$ cat src/rtl/cpu_sequencer_if.sv
// Bus between the instruction-cycle sequencer and the CPU datapath.
//   opcode  : current IR opcode (HLT=0 SKZ=1 ADD=2 AND=3 XOR=4 LDA=5 STO=6 JMP=7)
//   zero    : ALU zero flag (accumulator == 0)
//   mem_rd  : memory read strobe
//   mem_wr  : memory write strobe
//   load_ir : load instruction register
//   load_ac : load accumulator from ALU out
//   inc_pc  : increment program counter
//   load_pc : load PC from IR address field
//   halt    : CPU halted (sticky until reset)
//   phase   : current phase 0..7, for debug
// The master modport belongs to the sequencer, the slave modport to the datapath.
interface cpu_sequencer_if;
  logic [2:0] opcode;
  logic       zero;
  logic       mem_rd;
  logic       mem_wr;
  logic       load_ir;
  logic       load_ac;
  logic       inc_pc;
  logic       load_pc;
  logic       halt;
  logic [2:0] phase;

  modport master (
    input  opcode,
    input  zero,
    output mem_rd,
    output mem_wr,
    output load_ir,
    output load_ac,
    output inc_pc,
    output load_pc,
    output halt,
    output phase
  );

  modport slave (
    output opcode,
    output zero,
    input  mem_rd,
    input  mem_wr,
    input  load_ir,
    input  load_ac,
    input  inc_pc,
    input  load_pc,
    input  halt,
    input  phase
  );
endinterface

$ cat src/rtl/cpu_sequencer.sv
// Instruction-cycle controller for the 8-bit RISC CPU.
// Steps a fixed 8-phase cycle per instruction and decodes the registered phase, the opcode,
// the ALU zero flag and the halted latch into datapath strobes. State changes on posedge so
// the strobes are settled when the ALU evaluates on negedge.
// Ports:
//   clk  : system clock
//   rst_ : synchronous active-low reset (clears phase and the halted latch)
//   bus  : cpu_sequencer_if.master -- opcode/zero in; strobes, halt and phase out
module cpu_sequencer #(
  parameter int unsigned NPHASE = 8
) (
  input logic             clk,
  input logic             rst_,
  cpu_sequencer_if.master bus
);

  typedef enum logic [2:0] {
    StInstAddr  = 3'd0,
    StInstFetch = 3'd1,
    StInstLoad  = 3'd2,
    StIdle      = 3'd3,
    StOpAddr    = 3'd4,
    StOpFetch   = 3'd5,
    StAluOp     = 3'd6,
    StStore     = 3'd7
  } phase_e;

  localparam logic [2:0] OpHlt = 3'd0;
  localparam logic [2:0] OpSkz = 3'd1;
  localparam logic [2:0] OpAdd = 3'd2;
  localparam logic [2:0] OpAnd = 3'd3;
  localparam logic [2:0] OpXor = 3'd4;
  localparam logic [2:0] OpLda = 3'd5;
  localparam logic [2:0] OpSto = 3'd6;
  localparam logic [2:0] OpJmp = 3'd7;

  localparam logic [2:0] LastPhase = 3'(NPHASE - 1);

  phase_e phase_q, phase_d;
  logic   halted_q, halted_d;

  logic mem_rd, mem_wr, load_ir, load_ac, inc_pc, load_pc;
  logic alu_op;

  // State register
  always_ff @(posedge clk) begin
    if (!rst_) begin
      phase_q  <= StInstAddr;
      halted_q <= 1'b0;
    end else begin
      phase_q  <= phase_d;
      halted_q <= halted_d;
    end
  end

  // Next state: phase freezes once halted; HLT is committed during OP_ADDR, so the
  // frozen phase is OP_FETCH.
  always_comb begin
    phase_d  = phase_q;
    halted_d = halted_q;
    if (!halted_q) begin
      if (phase_q == LastPhase) begin
        phase_d = StInstAddr;
      end else begin
        phase_d = phase_e'(phase_q + 3'd1);
      end
      if (phase_q == StOpAddr && bus.opcode == OpHlt) begin
        halted_d = 1'b1;
      end
    end
  end

  // Instructions that read an operand and write the accumulator
  always_comb begin
    alu_op = 1'b0;
    if (bus.opcode == OpAdd || bus.opcode == OpAnd || bus.opcode == OpXor ||
        bus.opcode == OpLda) begin
      alu_op = 1'b1;
    end
  end

  // Strobe decode
  always_comb begin
    mem_rd  = 1'b0;
    mem_wr  = 1'b0;
    load_ir = 1'b0;
    load_ac = 1'b0;
    inc_pc  = 1'b0;
    load_pc = 1'b0;
    unique case (phase_q)
      StInstAddr: begin
      end
      StInstFetch: begin
        mem_rd = 1'b1;
      end
      StInstLoad, StIdle: begin
        mem_rd  = 1'b1;
        load_ir = 1'b1;
      end
      StOpAddr: begin
        inc_pc = 1'b1;
      end
      StOpFetch: begin
        mem_rd = alu_op;
      end
      StAluOp: begin
        mem_rd  = alu_op;
        load_ac = alu_op;
        // Second increment skips the next word when SKZ sees a zero accumulator
        inc_pc  = (bus.opcode == OpSkz) && bus.zero;
        load_pc = (bus.opcode == OpJmp);
      end
      StStore: begin
        mem_rd  = alu_op;
        load_ac = alu_op;
        load_pc = (bus.opcode == OpJmp);
        mem_wr  = (bus.opcode == OpSto);
      end
    endcase
    if (halted_q) begin
      mem_rd  = 1'b0;
      mem_wr  = 1'b0;
      load_ir = 1'b0;
      load_ac = 1'b0;
      inc_pc  = 1'b0;
      load_pc = 1'b0;
    end
  end

  assign bus.mem_rd  = mem_rd;
  assign bus.mem_wr  = mem_wr;
  assign bus.load_ir = load_ir;
  assign bus.load_ac = load_ac;
  assign bus.inc_pc  = inc_pc;
  assign bus.load_pc = load_pc;
  assign bus.halt    = halted_q;
  assign bus.phase   = phase_q;

endmodule

$ cat src/flat_wrapper.sv
// flat-port wrapper written by rule: the top's interface ports become plain ports
module cpu_sequencer_flat 
#(
  parameter int unsigned NPHASE = 8
)
  (clk, rst_, bus_opcode, bus_zero, bus_mem_rd, bus_mem_wr, bus_load_ir, bus_load_ac, bus_inc_pc, bus_load_pc, bus_halt, bus_phase);
  cpu_sequencer_if bus_i ();
  input logic clk;
  input logic rst_;
  input wire logic [$bits(bus_i.opcode)-1:0] bus_opcode;
  input wire logic [$bits(bus_i.zero)-1:0] bus_zero;
  output wire logic [$bits(bus_i.mem_rd)-1:0] bus_mem_rd;
  output wire logic [$bits(bus_i.mem_wr)-1:0] bus_mem_wr;
  output wire logic [$bits(bus_i.load_ir)-1:0] bus_load_ir;
  output wire logic [$bits(bus_i.load_ac)-1:0] bus_load_ac;
  output wire logic [$bits(bus_i.inc_pc)-1:0] bus_inc_pc;
  output wire logic [$bits(bus_i.load_pc)-1:0] bus_load_pc;
  output wire logic [$bits(bus_i.halt)-1:0] bus_halt;
  output wire logic [$bits(bus_i.phase)-1:0] bus_phase;
  assign bus_i.opcode = bus_opcode;
  assign bus_i.zero = bus_zero;
  assign bus_mem_rd = bus_i.mem_rd;
  assign bus_mem_wr = bus_i.mem_wr;
  assign bus_load_ir = bus_i.load_ir;
  assign bus_load_ac = bus_i.load_ac;
  assign bus_inc_pc = bus_i.inc_pc;
  assign bus_load_pc = bus_i.load_pc;
  assign bus_halt = bus_i.halt;
  assign bus_phase = bus_i.phase;
  cpu_sequencer #(.NPHASE(NPHASE)) u_core (.clk(clk), .rst_(rst_), .bus(bus_i));
endmodule
$ cat config.mk
export PLATFORM = sky130hd
export DESIGN_NAME = cpu_sequencer_flat
export DESIGN_NICKNAME = d
export VERILOG_FILES = /design/src/rtl/cpu_sequencer_if.sv /design/src/rtl/cpu_sequencer.sv /design/src/flat_wrapper.sv
export SDC_FILE = /design/constraint.sdc
export NUM_CORES = 1
export LEC_CHECK = 0
export ABC_AREA = 1
export CAP_MARGIN = 5
export CORE_AREA = 2 2 39 41
export CTS_BUF_LIST = sky130_fd_sc_hd__clkbuf_8
export DETAILED_ROUTE_END_ITERATION = 10
export DIE_AREA = 0 0 41 43
export DONT_BUFFER_PORTS = 1
export MAX_ROUTING_LAYER = met4
export PLACE_DENSITY = 0.46
export SYNTH_ARGS = -nofsm -noshare
export SYNTH_HDL_FRONTEND = slang
export SYNTH_SLANG_ARGS = --single-unit
$ cat constraint.sdc
create_clock -name clk -period 1.5 [get_ports clk]
set_input_delay 0.15 -clock clk [delete_from_list [all_inputs] [get_ports clk]]
set_output_delay 0.15 -clock clk [all_outputs]
set_load 0.01 [all_outputs]
# After elaboration in Yosys (flattened, before gate mapping)
# Index checks and enable logic that the tools add are counted.
# W data, S select, Z words.
totals:
  register_bits: 4
  inputBits: 6
  output_inout_bits: 10
  word_cells: 43
classes:
  addsub: 1
  n_eq_ne: 14
  mux: 16
  n_reduce_logical: 10
ops:
  columns: ["operator", "n"]
  rows:
  - ["$eq A3 B3 Y1 const B", 8]
  - ["$mux W1", 13]
  - ["$eq A3 B2 Y1 const B", 4]
  - ["$eq A3 B1 Y1 const B", 2]
  - ["$reduce_or A3 Y1", 2]
  - ["$pmux W1 S2", 2]
  - ["$reduce_or A2 Y1", 2]
  - ["$add A3 B1 Y3 const B", 1]
  - ["$logic_not A3 Y1", 1]
  - ["$logic_or A1 B1 Y1", 3]
  - ["$mux W3", 1]
  - ["$logic_and A1 B1 Y1", 2]

# Longest topological paths before layout
# Gate-level depths: netlist (run 1).
depth:
  ltp_word: 7
  ltp_mapped: 6
  depth_no_buf: 6

# Worst setup path after synthesis (run 1)
# OpenSTA, ideal clock, no wires.
synth_timing:
  path_kind: "register to output"
  start: "register u_core.phase_q[0], in the netlist u_core.bus.phase[0]"
  end: "output port bus_mem_wr"
  arrival_time_ps: 1233
  required_time_ps: 1350
  setup_slack_ps: 117
  stages_incl_launch_ff: 5
  path_buffers: 0
  path_cell_list: "dfxtp_1 ha_1 ha_1 inv_1 nor4_1"
synth_via:
  elab_chain_cells: 3
synth_lines:
  columns: ["item", "line", "rtl"]
  rows:
  - ["start, declared", "cpu_sequencer.sv:39", "phase_e phase_q, phase_d;"]
  - ["start signal, assigned", "cpu_sequencer.sv:48", "phase_q <= StInstAddr;"]
  - ["start signal, assigned", "cpu_sequencer.sv:51", "phase_q <= phase_d;"]
  - ["$eq A3 B3 Y1", "cpu_sequencer.sv:90", "unique case (phase_q)"]
  - ["$mux W1", "cpu_sequencer.sv:90", null]
  - ["$mux W1", "cpu_sequencer.sv:120", "if (halted_q) begin"]
  - ["end, declared", "flat_wrapper.sv:13", "output wire logic [$bits(bus_i.mem_wr)-1:0] bus_mem_wr;"]
# Every way passes these cells.

# Worst setup path after layout (run 1)
layout_timing:
  start: "register u_core.phase_q[1], in the netlist u_core.bus.phase[1]"
  end: "output port bus_inc_pc"
layout_via:
  elab_chain_cells: 3
  elab_cells_between_ends: 4
layout_lines:
  columns: ["item", "line", "rtl"]
  rows:
  - ["$eq A3 B3 Y1", "cpu_sequencer.sv:90", null]
  - ["$pmux W1 S2 (*)", "cpu_sequencer.sv:90", null]
  - ["$mux W1 (*)", "cpu_sequencer.sv:120", null]
  - ["end, declared", "flat_wrapper.sv:16", "output wire logic [$bits(bus_i.inc_pc)-1:0] bus_inc_pc;"]
# Mark *: on every way between the ends. The rest lies on a longest branch, timed or not.

==> results of run 1 <==
## power groups by stage
| stage | clock network [W] | logic, W | registers [W] |
|---|---|---|---|
| floorplan | 0 | 0.0000612 | 0.000131 |
| global placement | 0 | 0.0000944 | 0.000126 |
| detailed placement | 0 | 0.0000925 | 0.000126 |
| CTS | 0.000228 | 0.0000933 | 0.000125 |
| global route | 0.000232 | 0.000113 | 0.000131 |
| finish | 0.000219 | 0.0000976 | 0.000130 |
## registers in the layout (all words and copies together), names as in the netlist
register and count:
u_core.bus.phase 3, u_core.bus.halt 1
## worst paths after layout
check,end,slack (ps)
max,bus_inc_pc,50
min,u_core.bus.phase[1],80
max reg2reg,u_core.bus.phase[0],260
min reg2reg,u_core.bus.phase[0],630
## worst max-delay path, cell delays in order, from the launching register on
cell and delay [ps]:
dfxtp_2 340, buf_6 120, ha_2 180, nand2_2 80, nor2_2 90, nand3_2 70
a21oi_2 200
## layout make-up
class | instances | area (um2)
Sequential cell | 4 | 86.33
Fill cell | 156 | 887.1
Clock buffer | 3 | 41.29
Inverter | 10 | 37.54
Timing Repair Buffer | 5 | 41.29
Multi-Input combinational cell | 40 | 270.3
Tap cell | 16 | 20.02
## per-layer routing
layer  vias up  part of all wire  track usage
met2         4              0.49       0.1375
li1        192                 -            -
met1       148              0.49       0.1323
met4         0                 0      0.08000
met3         0             0.024      0.03141
met5         -                 0            -
## kinds of logic (layout without fill, tap and decap cells)
family | Yosys count | in the layout | synth area share
AND/OR/NAND/NOR | 23 | 23 | 0.2911
AO/OA/AOI/OAI | 11 | 11 | 0.1678
buffers and inverters | 11 | 18 | 0.1164
adder cells (fa/ha/maj) | 6 | 6 | 0.2055
flip-flops | 4 | 4 | 0.2192
## per-stage QoR
step	setup TNS [ps]	power, W	hold WS, ps	worst slack [ps]
2_1_floorplan	0	0.0001919	288.4	116.7
3_3_place_gp	0	0.0002205	298.4	183.7
3_5_place_dp	0	0.0002184	299.1	152.0
4_1_cts	-15.14	0.0004461	74.97	-15.14
5_1_grt	-38.84	0.0004764	85.57	-14.89
6_report	0	0.0004462	76.21	45.96
## cell usage in the layout (no fill, tap or decap)
cell      instances
ha_1              3
nor4_2            1
buf_6             1
ha_4              1
dfxtp_4           1
nand3_1           5
nand3_2           1
a21oi_1           5
ha_2              2
inv_2             3
dfxtp_1           1
nand2_1           8
inv_1             7
nor2_1            6
nand2_2           1
a21boi_0          1
dfxtp_2           2
buf_4             4
a21oi_2           2
o21ai_0           3
nor2_2            1
clkbuf_8          3
## timing repair
item	4_1_cts	5_1_grt
endpoints found under the setup margin	2	3
endpoints found under the hold margin	0	0
buffers inserted	0	1
gates resized for setup	3	10
gates cloned	0	0
pin swaps	1	3
==> impl_results.md, run 1 <==
- Initial Utilization: 0.2640
- Top-area cell type share of the netlist area: 0.2192
- Hold wc startpoint: rst_
- Top-level I/O count: 16
- Initial DRC count: 5
- Clk slew on worst S/H paths: 30 ps
- Area growth, synth to finish: 35.96%
- Post-Place Cells: 74
- Number of synthesized flops with an enable pin: 0
- CTS tree: done
- Synthesized netlist cell count: 55
- Layout cell share with drive strength beyond 1: 0.3710
- Reg-to-Reg Start: u_core.bus.phase[0]
- H-tree depth: 1
- Routability congestion estimate: 0.7104
- Most common cell in the netlist: inv_1
- Hold-fix buffer count after cts: 0
- Internal power: 0.0003284 W
- Yosys reg bits: 4
- Worst r2r path cells: 6
- Drt pass-1 iters: 2
- Max Cap Violations: 0
- Final Slew Violations: 0
- CP max FO: 4
- Clk network pwr share: 0.490
- Die Wd: 41 um
- Placed Area: 410.4 um2
- Measured slew at the worst slew-check pin: 471.7 ps
- Fin. Hold Viols: 0
- Detailed-route DRC error count: 0
- Die H: 43 um
- Final Net Count: 76
- Slew HR: 0.6851
- Hold depth: 2
- Sequential-to-total area share from yosys stat: 0.2192
- Main synth FF type: dfxtp_1
- Core ar.: 1384 um2
- Final Skew: 0.7978 ps
- Startpoint types: flip-flop
- First-pass GRT wire length: 1.166 mm
- Number of diodes: 0
- GRT overflow: 0
- Design Area, Final: 496.7 um2
- Syn nets: 67
- Worst-case clock buffer depth: 2
- Clock Sinks: 4
- Final Cycle Share: 0.9694
- Port Buffers: 0
- Largest net degree at the start of global routing: 10
- Standard-cell rows: 14
- HP Class: in -> reg
- Vias/cell: 4.410
- DR vias: 344
- Setup violations, final: 0
- Fin cells: 78
- Mapped Area: 365.4 um2
- Leading area contributor after synthesis: dfxtp_1
- Post-synth ARST share: 0
- CP arrival: 1300 ps
- Post-DP HPWL: 662.5 um
- Synth area leaders: dfxtp_1 (22%), ha_1 (21%), inv_1 (9.2%)
- Vias in the first global route: 269
- Clk Latency, worst-skew pair: 210 ps
- CTS Buf Count: 3
- Synth Warn #: 0
- Initial antenna violation count: 0
- CP required: 1350 ps
- Synthesized area per cell: 6.643 um2
- RSZ-0062 raised after global routing: true
- Reg power frac: 0.291
- Crit path from: u_core.bus.phase[1]
- Nature of the critical path endpoint: output port
- WS Path Type: reg -> out
- Routed WL: 861 um
- Util after Layout: 0.3590
- DIE AREA: 1763 um2
- Detail Route Antenna Nets: 0
- Logic pwr share: 0.219
- Leak pwr: 0.2234 nW
- Tmin final: 1454 ps
- Sw frac: 0.2639
- DR WL/cell: 11.04 um
- Pwr/cell area: 898.2 nW/um2
- Peak supply drop: 0.4550 mV
- Peak Freq: 687.7 MHz
- Root buffer selected by CTS: clkbuf_8
- Switching pwr: 0.0001177 W
- Total track usage: 0.1061
- Synth unique cells: 16
- Outcome: finished, final reports clean
- Post-synth top cells: inv_1 (9), nand2_1 (8), a21oi_1 (6), ha_1 (6), nor2_1 (6)
(Power assumes the default switching activity.)
==> run 2, diff against run 1 <==
DONT_BUFFER_PORTS = not set   (was 1)
PLACE_DENSITY = 0.61   (was 0.46)
==> run 2 against run 1 <==
Effect of this change:
- global-route usage is 4.5 points higher
- highest routed layer unchanged
- critical path type unchanged
- core utilization is 16 points higher
- worst setup slack worse by 6.1 ps
- worst hold slack better by 480 ps
- non-clock buffer count is 21 higher
- critical endpoint is now bus_mem_rd
- sequential power hardly changed
- largest cell class unchanged
- die area stayed put
- register-to-register slack better by 50 ps
- clock-buffer cell count stayed put
==> impl_results.md, run 2 (synthesized netlist as in run 1, its figures left out) <==
- Outcome: finished, final reports clean (unchanged)
- RSZ-0062 raised after global routing: true (unchanged)
- Reg-to-reg endpoint: u_core.bus.phase[0] (unchanged)
- Max Cap Violations: 0 (unchanged)
- Drt pass-1 iters: 4 (was 2)
- Initial antenna violation count: 0 (unchanged)
- Vias/cell: 4.556 (was 4.410)
- Setup violations, final: 0 (unchanged)
- Largest stage delay, worst path: 360 ps (was 340 ps)
- Initial DRC count: 7 (was 5)
- Initial Utilization: 0.2640 (unchanged)
- Final hold slack: 558.0 ps (was 76.21 ps)
- Max FFs per register: 3 (unchanged)
- Pwr/cell area: 759.5 nW/um2 (was 898.2 nW/um2)
- Hold-fix buffer count after cts: 0 (unchanged)
- Routed WL: 1.048 mm (was 861 um)
- DR WL/cell: 10.59 um (was 11.04 um)
- Crit-path cells: ha_4, ha_2, inv_2, nand2_1, nor2_2, a21oi_2, buf_2 (was buf_6, ha_2, nand2_2, nor2_2, nand3_2, a21oi_2)
- Leak pwr: 0.3180 nW (was 0.2234 nW)
- First-pass GRT wire length: 1.731 mm (was 1.166 mm)
- Number of diodes: 0 (unchanged)
- Clk Latency, worst-skew pair: 220 ps (was 210 ps)
- Util after Layout: 0.5181 (was 0.3590)
- Clock Sinks: 4 (unchanged)
- Area growth, synth to finish: 96.23% (was 35.96%)
- Startpoint types: flip-flop (unchanged)
- Crit path from: u_core.bus.phase[1] (unchanged)
- Core ar.: 1384 um2 (unchanged)
- Worst r2r path cells: 6 (unchanged)
- Top-level I/O count: 16 (unchanged)
- R2r setup slk: 310 ps (was 260 ps)
- Detail Route Antenna Nets: 0 (unchanged)
- Peak Freq: 684.9 MHz (was 687.7 MHz)
- Met3 routed wirelength: 40 um (was 21 um)
- Measured slew at the worst slew-check pin: 232.8 ps (was 471.7 ps)
- CTS tree: done (unchanged)
- Fin. Hold Viols: 0 (unchanged)
- H-tree depth: 1 (unchanged)
- Clk slew on worst S/H paths: 30 ps (about the same)
- Die Wd: 41 um (unchanged)
- CP arrival: 1310 ps (was 1300 ps)
- Worst setup margin: 39.87 ps (was 45.96 ps)
- Detailed-route DRC error count: 0 (unchanged)
- Wl on met1: 438 um (was 419 um)
- Fin cells: 99 (was 78)
- Final Skew: 5.492 ps (was 0.7978 ps)
- Setup TNS: 0 ps (unchanged)
- Standard-cell rows: 14 (unchanged)
- CP Buf/Inv Count: 2 (was 1)
- Worst-case clock buffer depth: 2 (unchanged)
- WS Path Type: reg -> out (unchanged)
- Final Net Count: 97 (was 76)
- Highest Signal Layer: met3 (unchanged)
- Die H: 43 um (unchanged)
- DIE AREA: 1763 um2 (unchanged)
- Routability congestion estimate: 0.7441 (was 0.7104)
- Commonest non-fill, non-tap cell in the layout: buf_4 (was nand2_1)
- Layout cell share with drive strength beyond 1: 0.5060 (was 0.3710)
- CP max FO: 3 (was 4)
- Nature of the critical path endpoint: output port (unchanged)
- WP depth: 7 (was 6)
- DR vias: 451 (was 344)
- Tmin final: 1460 ps (was 1454 ps)
- Final Slew Violations: 0 (unchanged)
- Worst Setup EP: bus_mem_rd (was bus_inc_pc)
- Largest delay share family, worst path: flip-flops (unchanged)
- Final Cycle Share: 0.9734 (was 0.9694)
- GRT overflow: 0 (unchanged)
- Pre-CTS setup slack: -229.8 ps (was 152.0 ps)
- Total track usage: 0.1509 (was 0.1061)
- CP required: 1350 ps (about the same)
- Peak supply drop: 0.5492 mV (was 0.4550 mV)
- Port Buffers: 15 (was 0)
- HP Class: in -> reg (unchanged)
- Crit-path slowest cell: dfxtp_4 (was dfxtp_2)
- Most frequent cells in the layout: buf_4 (10), clkdlybuf4s50_1 (9), nand2_1 (8) (was nand2_1 (8), inv_1 (7), nor2_1 (6))
- DR WL met2: 570 um (was 419 um)
- CTS Buf Count: 3 (unchanged)
- Largest net degree at the start of global routing: 8 (was 10)
- Post-DP HPWL: 760.7 um (was 662.5 um)
- Post-Place Cells: 96 (was 74)
- Root buffer selected by CTS: clkbuf_8 (unchanged)
- Reg-to-Reg Start: u_core.bus.phase[1] (was u_core.bus.phase[0])
- Vias in the first global route: 435 (was 269)
- Slew HR: 0.8443 (was 0.6851)
## run 2: cell count changes in the layout (fill, tap and decap cells not counted), sizes merged
cell           delta
buf              +10
clkdlybuf4s50     +9
clkbuf            +2
## run 2: layout make-up
cell class / count / area, um2
timing repair buffer: 26 / 206.4
clock buffer: 3 / 41.29
tap: 16 / 20.02
fill: 134 / 666.9
multi-input combinational: 40 / 316.6
inverter: 10 / 42.54
sequential: 4 / 90.09
## run 2: how the worst min path moves through the flow
stage | from | to | slack [ps] | depth (start not counted)
6_report | rst_ | u_core.bus.phase[2] | 560 | 3
5_1_grt | rst_ | u_core.bus.halt | 600 | 3
4_1_cts | rst_ | u_core.bus.halt | 550 | 3
3_5_place_dp | u_core.bus.halt | u_core.bus.phase[2] | 610 | 2
3_3_place_gp | u_core.bus.halt | u_core.bus.halt | 620 | 2
2_1_floorplan | rst_ | u_core.bus.halt | 290 | 2
## run 2: per-layer routing
metal,track usage,vias up
met2,0.2188,10
met1,0.1693,208
li1,-,233
met5,-,-
met3,0.01571,0
met4,0.1400,0
## run 2: what timing repair did
action	4_1_cts	5_1_grt
setup buffers	0	0
setup endpoints to repair	7	6
resized for setup	26	24
pin swaps	0	6
## run 2: through the flow
step,instance area [um2],total power [W]
3_3_place_gp,613.1,0.0002900
5_1_grt,716.9,0.0005831
6_report,716.9,0.0005445
2_1_floorplan,365.4,0.0001919
4_1_cts,640.6,0.0005267
3_5_place_dp,613.1,0.0002915
## run 2: power breakdown
part | switching, W | internal, W
Combinational | 0.0000826 | 0.000102
Sequential | 0.0000152 | 0.000117
Clock | 0.0000568 | 0.000171
## run 2: tightest hold or removal path, delay by kind of cell
kind / cells / cell delay (ps)
buffers and inverters: 1 / 450
AO/OA/AOI/OAI: 2 / 130
